--- config.mk ---
export PLATFORM = sky130hd
export DESIGN_NAME = mjpg_stream_parser_flat
export DESIGN_NICKNAME = d
export VERILOG_FILES = /design/src/rtl/mjpg_stream_parser_if.sv /design/src/rtl/mjpg_stream_parser.sv /design/src/flat_wrapper.sv
export SDC_FILE = /design/constraint.sdc
export NUM_CORES = 1
export LEC_CHECK = 0
export ABC_AREA = 1
export ABC_CLOCK_PERIOD_IN_PS = 2100
export BUFFER_PORTS_ARGS = -buffer_cell sky130_fd_sc_hd__buf_2
export CAP_MARGIN = 25
export CORE_UTILIZATION = 55
export DETAILED_ROUTE_END_ITERATION = 16
export PLACE_DENSITY_LB_ADDON = 0.05
export SLEW_MARGIN = 10
export SYNTH_ARGS = -nofsm -noshare
export SYNTH_HDL_FRONTEND = slang
export SYNTH_SLANG_ARGS = --single-unit
--- constraint.sdc ---
create_clock -name clk -period 2.1 [get_ports clk]
set_input_delay 0.315 -clock clk [delete_from_list [all_inputs] [get_ports clk]]
set_output_delay 0.315 -clock clk [all_outputs]
set_load 0.01 [all_outputs]
--- src/rtl/mjpg_stream_parser_if.sv ---
// Byte-stream handshake bundle for the MJPEG stream parser: the source FIFO side
// (show-ahead with a dequeue strobe) and the unstuffed entropy-byte side (valid/ready).
interface mjpg_stream_parser_if;
    logic       src_ready;
    logic [7:0] src_data;
    logic       src_dequeue;
    logic       ecs_valid;
    logic [7:0] ecs_data;
    logic       ecs_ready;

    modport master (
        input  src_ready, src_data, ecs_ready,
        output src_dequeue, ecs_valid, ecs_data
    );

    modport slave (
        output src_ready, src_data, ecs_ready,
        input  src_dequeue, ecs_valid, ecs_data
    );
endinterface

--- src/rtl/mjpg_stream_parser.sv ---
// JPEG byte-stream parser: tracks markers, skips header segments, captures SOF0 dimensions and
// emits the unstuffed entropy-coded bytes with frame boundary pulses and a per-frame byte count.
module mjpg_stream_parser #(
    parameter int unsigned CNT_W = 24,
    parameter int unsigned DIM_W = 16
) (
    input  logic                 clk,
    input  logic                 rst,
    mjpg_stream_parser_if.master bus,
    output logic                 frame_start,
    output logic                 frame_end,
    output logic [DIM_W-1:0]     width,
    output logic [DIM_W-1:0]     height,
    output logic                 dim_valid,
    output logic [CNT_W-1:0]     frame_bytes,
    output logic                 err
);

    typedef enum logic [2:0] {
        StIdle, StMark, StLenHi, StLenLo, StSeg, StEcs, StEcsFf
    } state_e;

    state_e           state_q, state_d;
    logic [7:0]       marker_q, marker_d;
    logic [7:0]       len_hi_q, len_hi_d;
    logic [15:0]      remain_q, remain_d;
    logic [2:0]       idx_q, idx_d;
    logic [15:0]      hgt_tmp_q, hgt_tmp_d;
    logic [7:0]       wid_hi_q, wid_hi_d;
    logic [DIM_W-1:0] width_q, width_d;
    logic [DIM_W-1:0] height_q, height_d;
    logic             dim_valid_q, dim_valid_d;
    logic [CNT_W-1:0] run_q, run_d;
    logic [CNT_W-1:0] frame_bytes_q, frame_bytes_d;
    logic             in_frame_q, in_frame_d;
    logic             frame_start_q, frame_start_d;
    logic             frame_end_q, frame_end_d;
    logic             err_q, err_d;
    logic             ecs_valid_q, ecs_valid_d;
    logic [7:0]       ecs_data_q, ecs_data_d;

    logic             deq;
    logic [7:0]       b;
    logic [15:0]      len;
    logic             do_soi, do_eoi, emit;
    logic [7:0]       emit_byte;

    assign deq             = bus.src_ready & (~ecs_valid_q | bus.ecs_ready);
    assign bus.src_dequeue = deq;
    assign b               = bus.src_data;
    assign len             = {len_hi_q, b};

    always_comb begin
        state_d       = state_q;
        marker_d      = marker_q;
        len_hi_d      = len_hi_q;
        remain_d      = remain_q;
        idx_d         = idx_q;
        hgt_tmp_d     = hgt_tmp_q;
        wid_hi_d      = wid_hi_q;
        width_d       = width_q;
        height_d      = height_q;
        dim_valid_d   = dim_valid_q;
        run_d         = run_q;
        frame_bytes_d = frame_bytes_q;
        in_frame_d    = in_frame_q;
        frame_start_d = 1'b0;
        frame_end_d   = 1'b0;
        err_d         = 1'b0;
        ecs_valid_d   = ecs_valid_q;
        ecs_data_d    = ecs_data_q;
        do_soi        = 1'b0;
        do_eoi        = 1'b0;
        emit          = 1'b0;
        emit_byte     = b;

        if (deq) begin
            unique case (state_q)
                StIdle: begin
                    if (b == 8'hFF) state_d = StMark;
                end
                StMark: begin
                    if (b == 8'hFF) begin
                        state_d = StMark;
                    end else if (b == 8'hD8) begin
                        do_soi = 1'b1;
                        err_d  = in_frame_q;
                    end else if (b == 8'hD9) begin
                        do_eoi = 1'b1;
                    end else if (b[7:3] == 5'b11010 || b == 8'h01) begin
                        state_d = StIdle;
                    end else if (b == 8'h00) begin
                        err_d   = 1'b1;
                        state_d = StIdle;
                    end else begin
                        marker_d = b;
                        state_d  = StLenHi;
                    end
                end
                StLenHi: begin
                    len_hi_d = b;
                    state_d  = StLenLo;
                end
                StLenLo: begin
                    idx_d = 3'd0;
                    if (len < 16'd2) begin
                        err_d   = 1'b1;
                        state_d = StIdle;
                    end else begin
                        // A short SOF0 can never reach the width bytes, so only the error is needed
                        if (marker_q == 8'hC0 && len < 16'd7) err_d = 1'b1;
                        if (len == 16'd2) begin
                            state_d = (marker_q == 8'hDA) ? StEcs : StIdle;
                        end else begin
                            remain_d = len - 16'd2;
                            state_d  = StSeg;
                        end
                    end
                end
                StSeg: begin
                    remain_d = remain_q - 16'd1;
                    if (idx_q != 3'd7) idx_d = idx_q + 3'd1;
                    if (marker_q == 8'hC0) begin
                        if (idx_q == 3'd1) hgt_tmp_d[15:8] = b;
                        if (idx_q == 3'd2) hgt_tmp_d[7:0] = b;
                        if (idx_q == 3'd3) wid_hi_d = b;
                        if (idx_q == 3'd4) begin
                            width_d     = DIM_W'({wid_hi_q, b});
                            height_d    = DIM_W'(hgt_tmp_q);
                            dim_valid_d = 1'b1;
                        end
                    end
                    if (remain_q == 16'd1) state_d = (marker_q == 8'hDA) ? StEcs : StIdle;
                end
                StEcs: begin
                    if (b == 8'hFF) state_d = StEcsFf;
                    else emit = 1'b1;
                end
                StEcsFf: begin
                    if (b == 8'h00) begin
                        emit      = 1'b1;
                        emit_byte = 8'hFF;
                        state_d   = StEcs;
                    end else if (b[7:3] == 5'b11010) begin
                        state_d = StEcs;
                    end else if (b == 8'hFF) begin
                        state_d = StEcsFf;
                    end else if (b == 8'hD9) begin
                        do_eoi = 1'b1;
                    end else if (b == 8'hD8) begin
                        do_soi = 1'b1;
                        err_d  = 1'b1;
                    end else begin
                        err_d    = 1'b1;
                        marker_d = b;
                        state_d  = StLenHi;
                    end
                end
                default: state_d = StIdle;
            endcase
        end

        if (do_soi) begin
            frame_start_d = 1'b1;
            dim_valid_d   = 1'b0;
            run_d         = '0;
            in_frame_d    = 1'b1;
            state_d       = StIdle;
        end
        if (do_eoi) begin
            state_d = StIdle;
            if (in_frame_q) begin
                frame_end_d   = 1'b1;
                frame_bytes_d = run_q;
                in_frame_d    = 1'b0;
            end
        end

        // Reload in the same edge as a downstream accept so a streaming run has no bubble
        if (emit) begin
            if (run_q != {CNT_W{1'b1}}) run_d = run_q + CNT_W'(1);
            ecs_valid_d = 1'b1;
            ecs_data_d  = emit_byte;
        end else if (bus.ecs_ready) begin
            ecs_valid_d = 1'b0;
        end
    end

    always_ff @(posedge clk) begin
        if (rst) begin
            state_q       <= StIdle;
            marker_q      <= '0;
            len_hi_q      <= '0;
            remain_q      <= '0;
            idx_q         <= '0;
            hgt_tmp_q     <= '0;
            wid_hi_q      <= '0;
            width_q       <= '0;
            height_q      <= '0;
            dim_valid_q   <= 1'b0;
            run_q         <= '0;
            frame_bytes_q <= '0;
            in_frame_q    <= 1'b0;
            frame_start_q <= 1'b0;
            frame_end_q   <= 1'b0;
            err_q         <= 1'b0;
            ecs_valid_q   <= 1'b0;
            ecs_data_q    <= '0;
        end else begin
            state_q       <= state_d;
            marker_q      <= marker_d;
            len_hi_q      <= len_hi_d;
            remain_q      <= remain_d;
            idx_q         <= idx_d;
            hgt_tmp_q     <= hgt_tmp_d;
            wid_hi_q      <= wid_hi_d;
            width_q       <= width_d;
            height_q      <= height_d;
            dim_valid_q   <= dim_valid_d;
            run_q         <= run_d;
            frame_bytes_q <= frame_bytes_d;
            in_frame_q    <= in_frame_d;
            frame_start_q <= frame_start_d;
            frame_end_q   <= frame_end_d;
            err_q         <= err_d;
            ecs_valid_q   <= ecs_valid_d;
            ecs_data_q    <= ecs_data_d;
        end
    end

    assign bus.ecs_valid = ecs_valid_q;
    assign bus.ecs_data  = ecs_data_q;
    assign frame_start   = frame_start_q;
    assign frame_end     = frame_end_q;
    assign width         = width_q;
    assign height        = height_q;
    assign dim_valid     = dim_valid_q;
    assign frame_bytes   = frame_bytes_q;
    assign err           = err_q;

endmodule

--- src/flat_wrapper.sv ---
// flat-port wrapper written by rule: the top's interface ports become plain ports
module mjpg_stream_parser_flat 
#(
    parameter int unsigned CNT_W = 24,
    parameter int unsigned DIM_W = 16
)
  (clk, rst, frame_start, frame_end, width, height, dim_valid, frame_bytes, err, bus_src_ready, bus_src_data, bus_ecs_ready, bus_src_dequeue, bus_ecs_valid, bus_ecs_data);
  mjpg_stream_parser_if bus_i ();
  input  logic clk;
  input  logic rst;
  output logic frame_start;
  output logic frame_end;
  output logic [DIM_W-1:0] width;
  output logic [DIM_W-1:0] height;
  output logic dim_valid;
  output logic [CNT_W-1:0] frame_bytes;
  output logic err;
  input wire logic [$bits(bus_i.src_ready)-1:0] bus_src_ready;
  input wire logic [$bits(bus_i.src_data)-1:0] bus_src_data;
  input wire logic [$bits(bus_i.ecs_ready)-1:0] bus_ecs_ready;
  output wire logic [$bits(bus_i.src_dequeue)-1:0] bus_src_dequeue;
  output wire logic [$bits(bus_i.ecs_valid)-1:0] bus_ecs_valid;
  output wire logic [$bits(bus_i.ecs_data)-1:0] bus_ecs_data;
  assign bus_i.src_ready = bus_src_ready;
  assign bus_i.src_data = bus_src_data;
  assign bus_i.ecs_ready = bus_ecs_ready;
  assign bus_src_dequeue = bus_i.src_dequeue;
  assign bus_ecs_valid = bus_i.ecs_valid;
  assign bus_ecs_data = bus_i.ecs_data;
  mjpg_stream_parser #(.CNT_W(CNT_W), .DIM_W(DIM_W)) u_core (.clk(clk), .rst(rst), .bus(bus_i), .frame_start(frame_start), .frame_end(frame_end), .width(width), .height(height), .dim_valid(dim_valid), .frame_bytes(frame_bytes), .err(err));
endmodule
==> flow_metrics.py <==
metrics = {
    "place": {
        "placed_cells": 1398,
        "gp_congestion": 0.960,
        "dp_worst_setup_slack_ns": 0.121,
        "io_buffers": 81,
        "dp_hpwl_mm": 14.0,
    },
    "critical_path": {
        "critical_path.cell_chain": "ha_2, nand2_1, nor2_4, nand2_2, nor2_4, nand3_4, nand2_4, inv_4, a21oi_1, nor2_1",
        "cp_data_required_time_ns": 2.42,
        "crit_fanout": 25,
        "slowest_delay_ns": 0.39,
        "path_common_cell": "nor2_4",
        "arrival_ns": 2.28,
        "crit_cells": 10,
        "crit_path_end_kind": "flip-flop",
        "crit_buf_inv": 1,
        "start_kind": "flip-flop",
        "path_class": "reg -> reg",
        "reg2reg_depth": 10,
        "cp_slowest_cell": "dfxtp_1",
        "cp_top_family": "simple AND/OR/NAND/NOR gates",
    },
    "power_and_ir_drop": {
        "vdd_drop_max_mv": 0.596,
        "p_int_mw": 5.37,
        "leakagePower_nw": 3.91,
        "p_switching_mw": 2.54,
        "switching_share": 0.321,
        "seqPwrFrac": 0.405,
        "clkPwrFrac": 0.392,
        "pwr-share-comb": 0.203,
        "power_per_cell_area_mw_per_mm2": 868,
    },
    "clock_tree": {
        "clockRootBuffer": "clkbuf_16",
        "cts_buffers": 17,
        "clk-insertion-delay-late_ns": 0.43,
        "cts_tree": "built",
        "clk_pin_slew_worst_paths_ns": 0.06,
        "cts_sinks": 156,
        "cts_buffer_depth": 2,
        "cts_max_level": 4,
        "cts_hold_buf": 0,
    },
    "global_route": {
        "grt_max_degree": 73,
        "overflow": 0,
        "grt_pass1_wl_mm": 33.8,
        "gr-usage-all-layers": 0.290,
        "antenna_found_initial": 0,
        "grt_pass1_vias": 7096,
    },
    "drt": {
        "wl_per_cell_um": 14.1,
        "wl_mm": 20.2,
        "route.detailed.drc": 0,
        "ant_nets": 0,
        "drt-initial-drc-count": 688,
        "via_per_inst": 5.37,
        "vias": 7696,
        "firstDrtPassIters": 5,
    },
    "synth": {
        "ys_seq_area_frac": 0.398,
        "synth_cells": 1159,
        "synth_edf_count": 0,
        "ys.flop_type": "dfxtp_1",
        "ys_types": 37,
        "synth_fp_nets": 1181,
        "synth_most_common_cell": "nand2_1",
        "async_reset_ff_frac": 0,
        "yosysWarningCount": 0,
        "synth_top_area_frac": 0.398,
        "synth.area.top_cells": "dfxtp_1 40%, nand2_1 12%, nor2_1 7.8%",
        "syn_avg_cell_area_sq_um": 6.78,
        "synth_top_cell_by_area": "dfxtp_1",
        "synth-seq-cells": 156,
        "ys_top_cells_by_count": "259 x nand2_1, 163 x nor2_1, 156 x dfxtp_1",
        "post_synth_instance_area_sq_mm": 0.00785,
    },
    "sta": {
        "post-route-min-period_ns": 1.96,
        "fin_tns_setup_ns": 0,
        "slew_headroom": 0.450,
        "setup_ws_ns": 0.140,
        "setup_violations": 0,
        "fmax_mhz": 510,
        "finalMaxSlewViolations": 0,
        "finalCritPeriodShare": 0.933,
        "worst_pin_slew_ns": 0.825,
        "rsz0062_at_grt": "no",
        "hold_viol": 0,
        "worst_clock_skew_ns": 0.00955,
    },
    "final_layout": {
        "fill_cells": 1353,
        "syn2layout_area_growth_pct": 16.1,
        "antenna-diode-count": 0,
        "nets": 1261,
        "drive_gt1_frac": 0.162,
        "stdcell_count": 1432,
    },
    "worst_hold_path": {
        "worstHoldPathType": "in -> reg",
        "min_path_cells": 4,
    },
    "floorplanning": {
        "io_pins": 82,
        "initial_core_util": 0.566,
        "die_x_um": 121,
        "fp-row-count": 43,
        "chipHeight_um": 121,
        "core_area_sq_mm": 0.0139,
        "die-area_sq_mm": 0.0148,
    },
    "job": {
        "maxCapViolCount": 0,
    },
    "outcome": {
        "outcome": "finished clean",
    },
}
[what timing repair did]
| action | CTS | global route |
|---|---|---|
| setup buffers | 0 | 2 |
| endpoints found under the setup margin | 0 | 26 |
| gates resized for setup | 0 | 7 |
[power groups by stage]
stage	sequential, mW	clock [mW]	combinational [mW]
floorplan	3.23	0	1.26
global route	3.22	3.28	1.84
CTS	3.20	3.14	1.60
global placement	3.27	0	1.57
finish	3.21	3.10	1.60
detailed placement	3.27	0	1.58
[final timing paths]
check / start / slack [ns] / to
setup / recovery: u_core.run_q[0]$_SDFF_PP0_ / 0.14 / u_core.run_q[23]$_SDFF_PP0_
hold / removal: bus_ecs_ready / 0.18 / u_core.bus.ecs_valid$_SDFFE_PP0P_
setup reg to reg: u_core.run_q[0]$_SDFF_PP0_ / 0.14 / u_core.run_q[23]$_SDFF_PP0_
hold reg to reg: u_core.hgt_tmp_q[0]$_SDFFE_PP0P_ / 0.45 / u_core.hgt_tmp_q[0]$_SDFFE_PP0P_
[per-stage QoR]
step | utilization | area, sq um | hold WS, ns | total power, mW
final | 0.657 | 9120 | 0.177 | 7.91
after detailed placement | 0.611 | 8480 | 0.436 | 4.85
after global routing | 0.657 | 9120 | 0.208 | 8.34
after CTS | 0.654 | 9080 | 0.165 | 7.94
after floorplan | - | 7850 | 0.424 | 4.49
after global placement | 0.611 | 8480 | 0.431 | 4.84
[logic make-up after synthesis]
family | Yosys count | share of synthesized area
AO/OA/AOI/OAI | 203 | 0.135
XOR/XNOR | 14 | 0.0156
adder cells (fa/ha/maj) | 10 | 0.0159
buffers and inverters | 158 | 0.0867
flip-flops | 156 | 0.398
AND/OR/NAND/NOR | 618 | 0.349
[flip-flops by register name, summed over array words and instances (netlist names)]
name                  count
u_core.err                1
u_core.in_frame_q         1
u_core.height            16
u_core.run_q             24
u_core.wid_hi_q           8
u_core.frame_end          1
u_core.bus.ecs_data       8
u_core.state_q            3
u_core.bus.ecs_valid      1
u_core.width             16
u_core.idx_q              3
u_core.dim_valid          1
u_core.frame_start        1
u_core.frame_bytes       24
u_core.marker_q           8
u_core.hgt_tmp_q         16
u_core.remain_q          16
u_core.len_hi_q           8
[routing by layer]
metal  vias to the layer above  GRT usage  share of wire
met5                         -          0              0
met4                         0     0.0856          0.018
li1                       3943          -              -
met1                      3517      0.396           0.49
met3                        31     0.0540          0.047
met2                       205      0.463           0.45
[cells in the final DEF, fill, tap and decap left out, types with 5 or more instances in the layout]
cell       netlist  layout
xor2_1           9       9
nor2_4           4       5
a21oi_2          7       9
inv_2           10      10
buf_2           17      81
nand2_1        259     259
xnor2_1          5       5
ha_1            10       9
nand3_2          7       7
inv_8            0       5
nor3_1          18      18
a21oi_1        112     110
nand4_1         22      22
o21ai_0         60      60
buf_4            7      33
clkbuf_16        0      17
inv_1           90      90
nand3_1        122     122
nor2_1         163     161
o21ai_1         20      20
dfxtp_1        156     155
nand2_2          7       6
[worst min-delay path, stage by stage]
cell and delay, ns:
buf_2 0.07, inv_1 0.03, nand2_1 0.07, a21oi_1 0.06
[layout make-up]
| class | instances | area, sq um | share of cell area |
|---|---|---|---|
| Clock buffer | 19 | 453 | 0.0497 |
| Clock inverter | 13 | 145 | 0.0159 |
| Inverter | 102 | 385 | 0.0422 |
| Multi-Input combinational cell | 845 | 4080 | 0.447 |
| Sequential cell | 156 | 3120 | 0.343 |
| Tap cell | 180 | 225 | 0.0247 |
| Timing Repair Buffer | 117 | 713 | 0.0782 |
No activity file was read; power rests on OpenSTA's default activity.
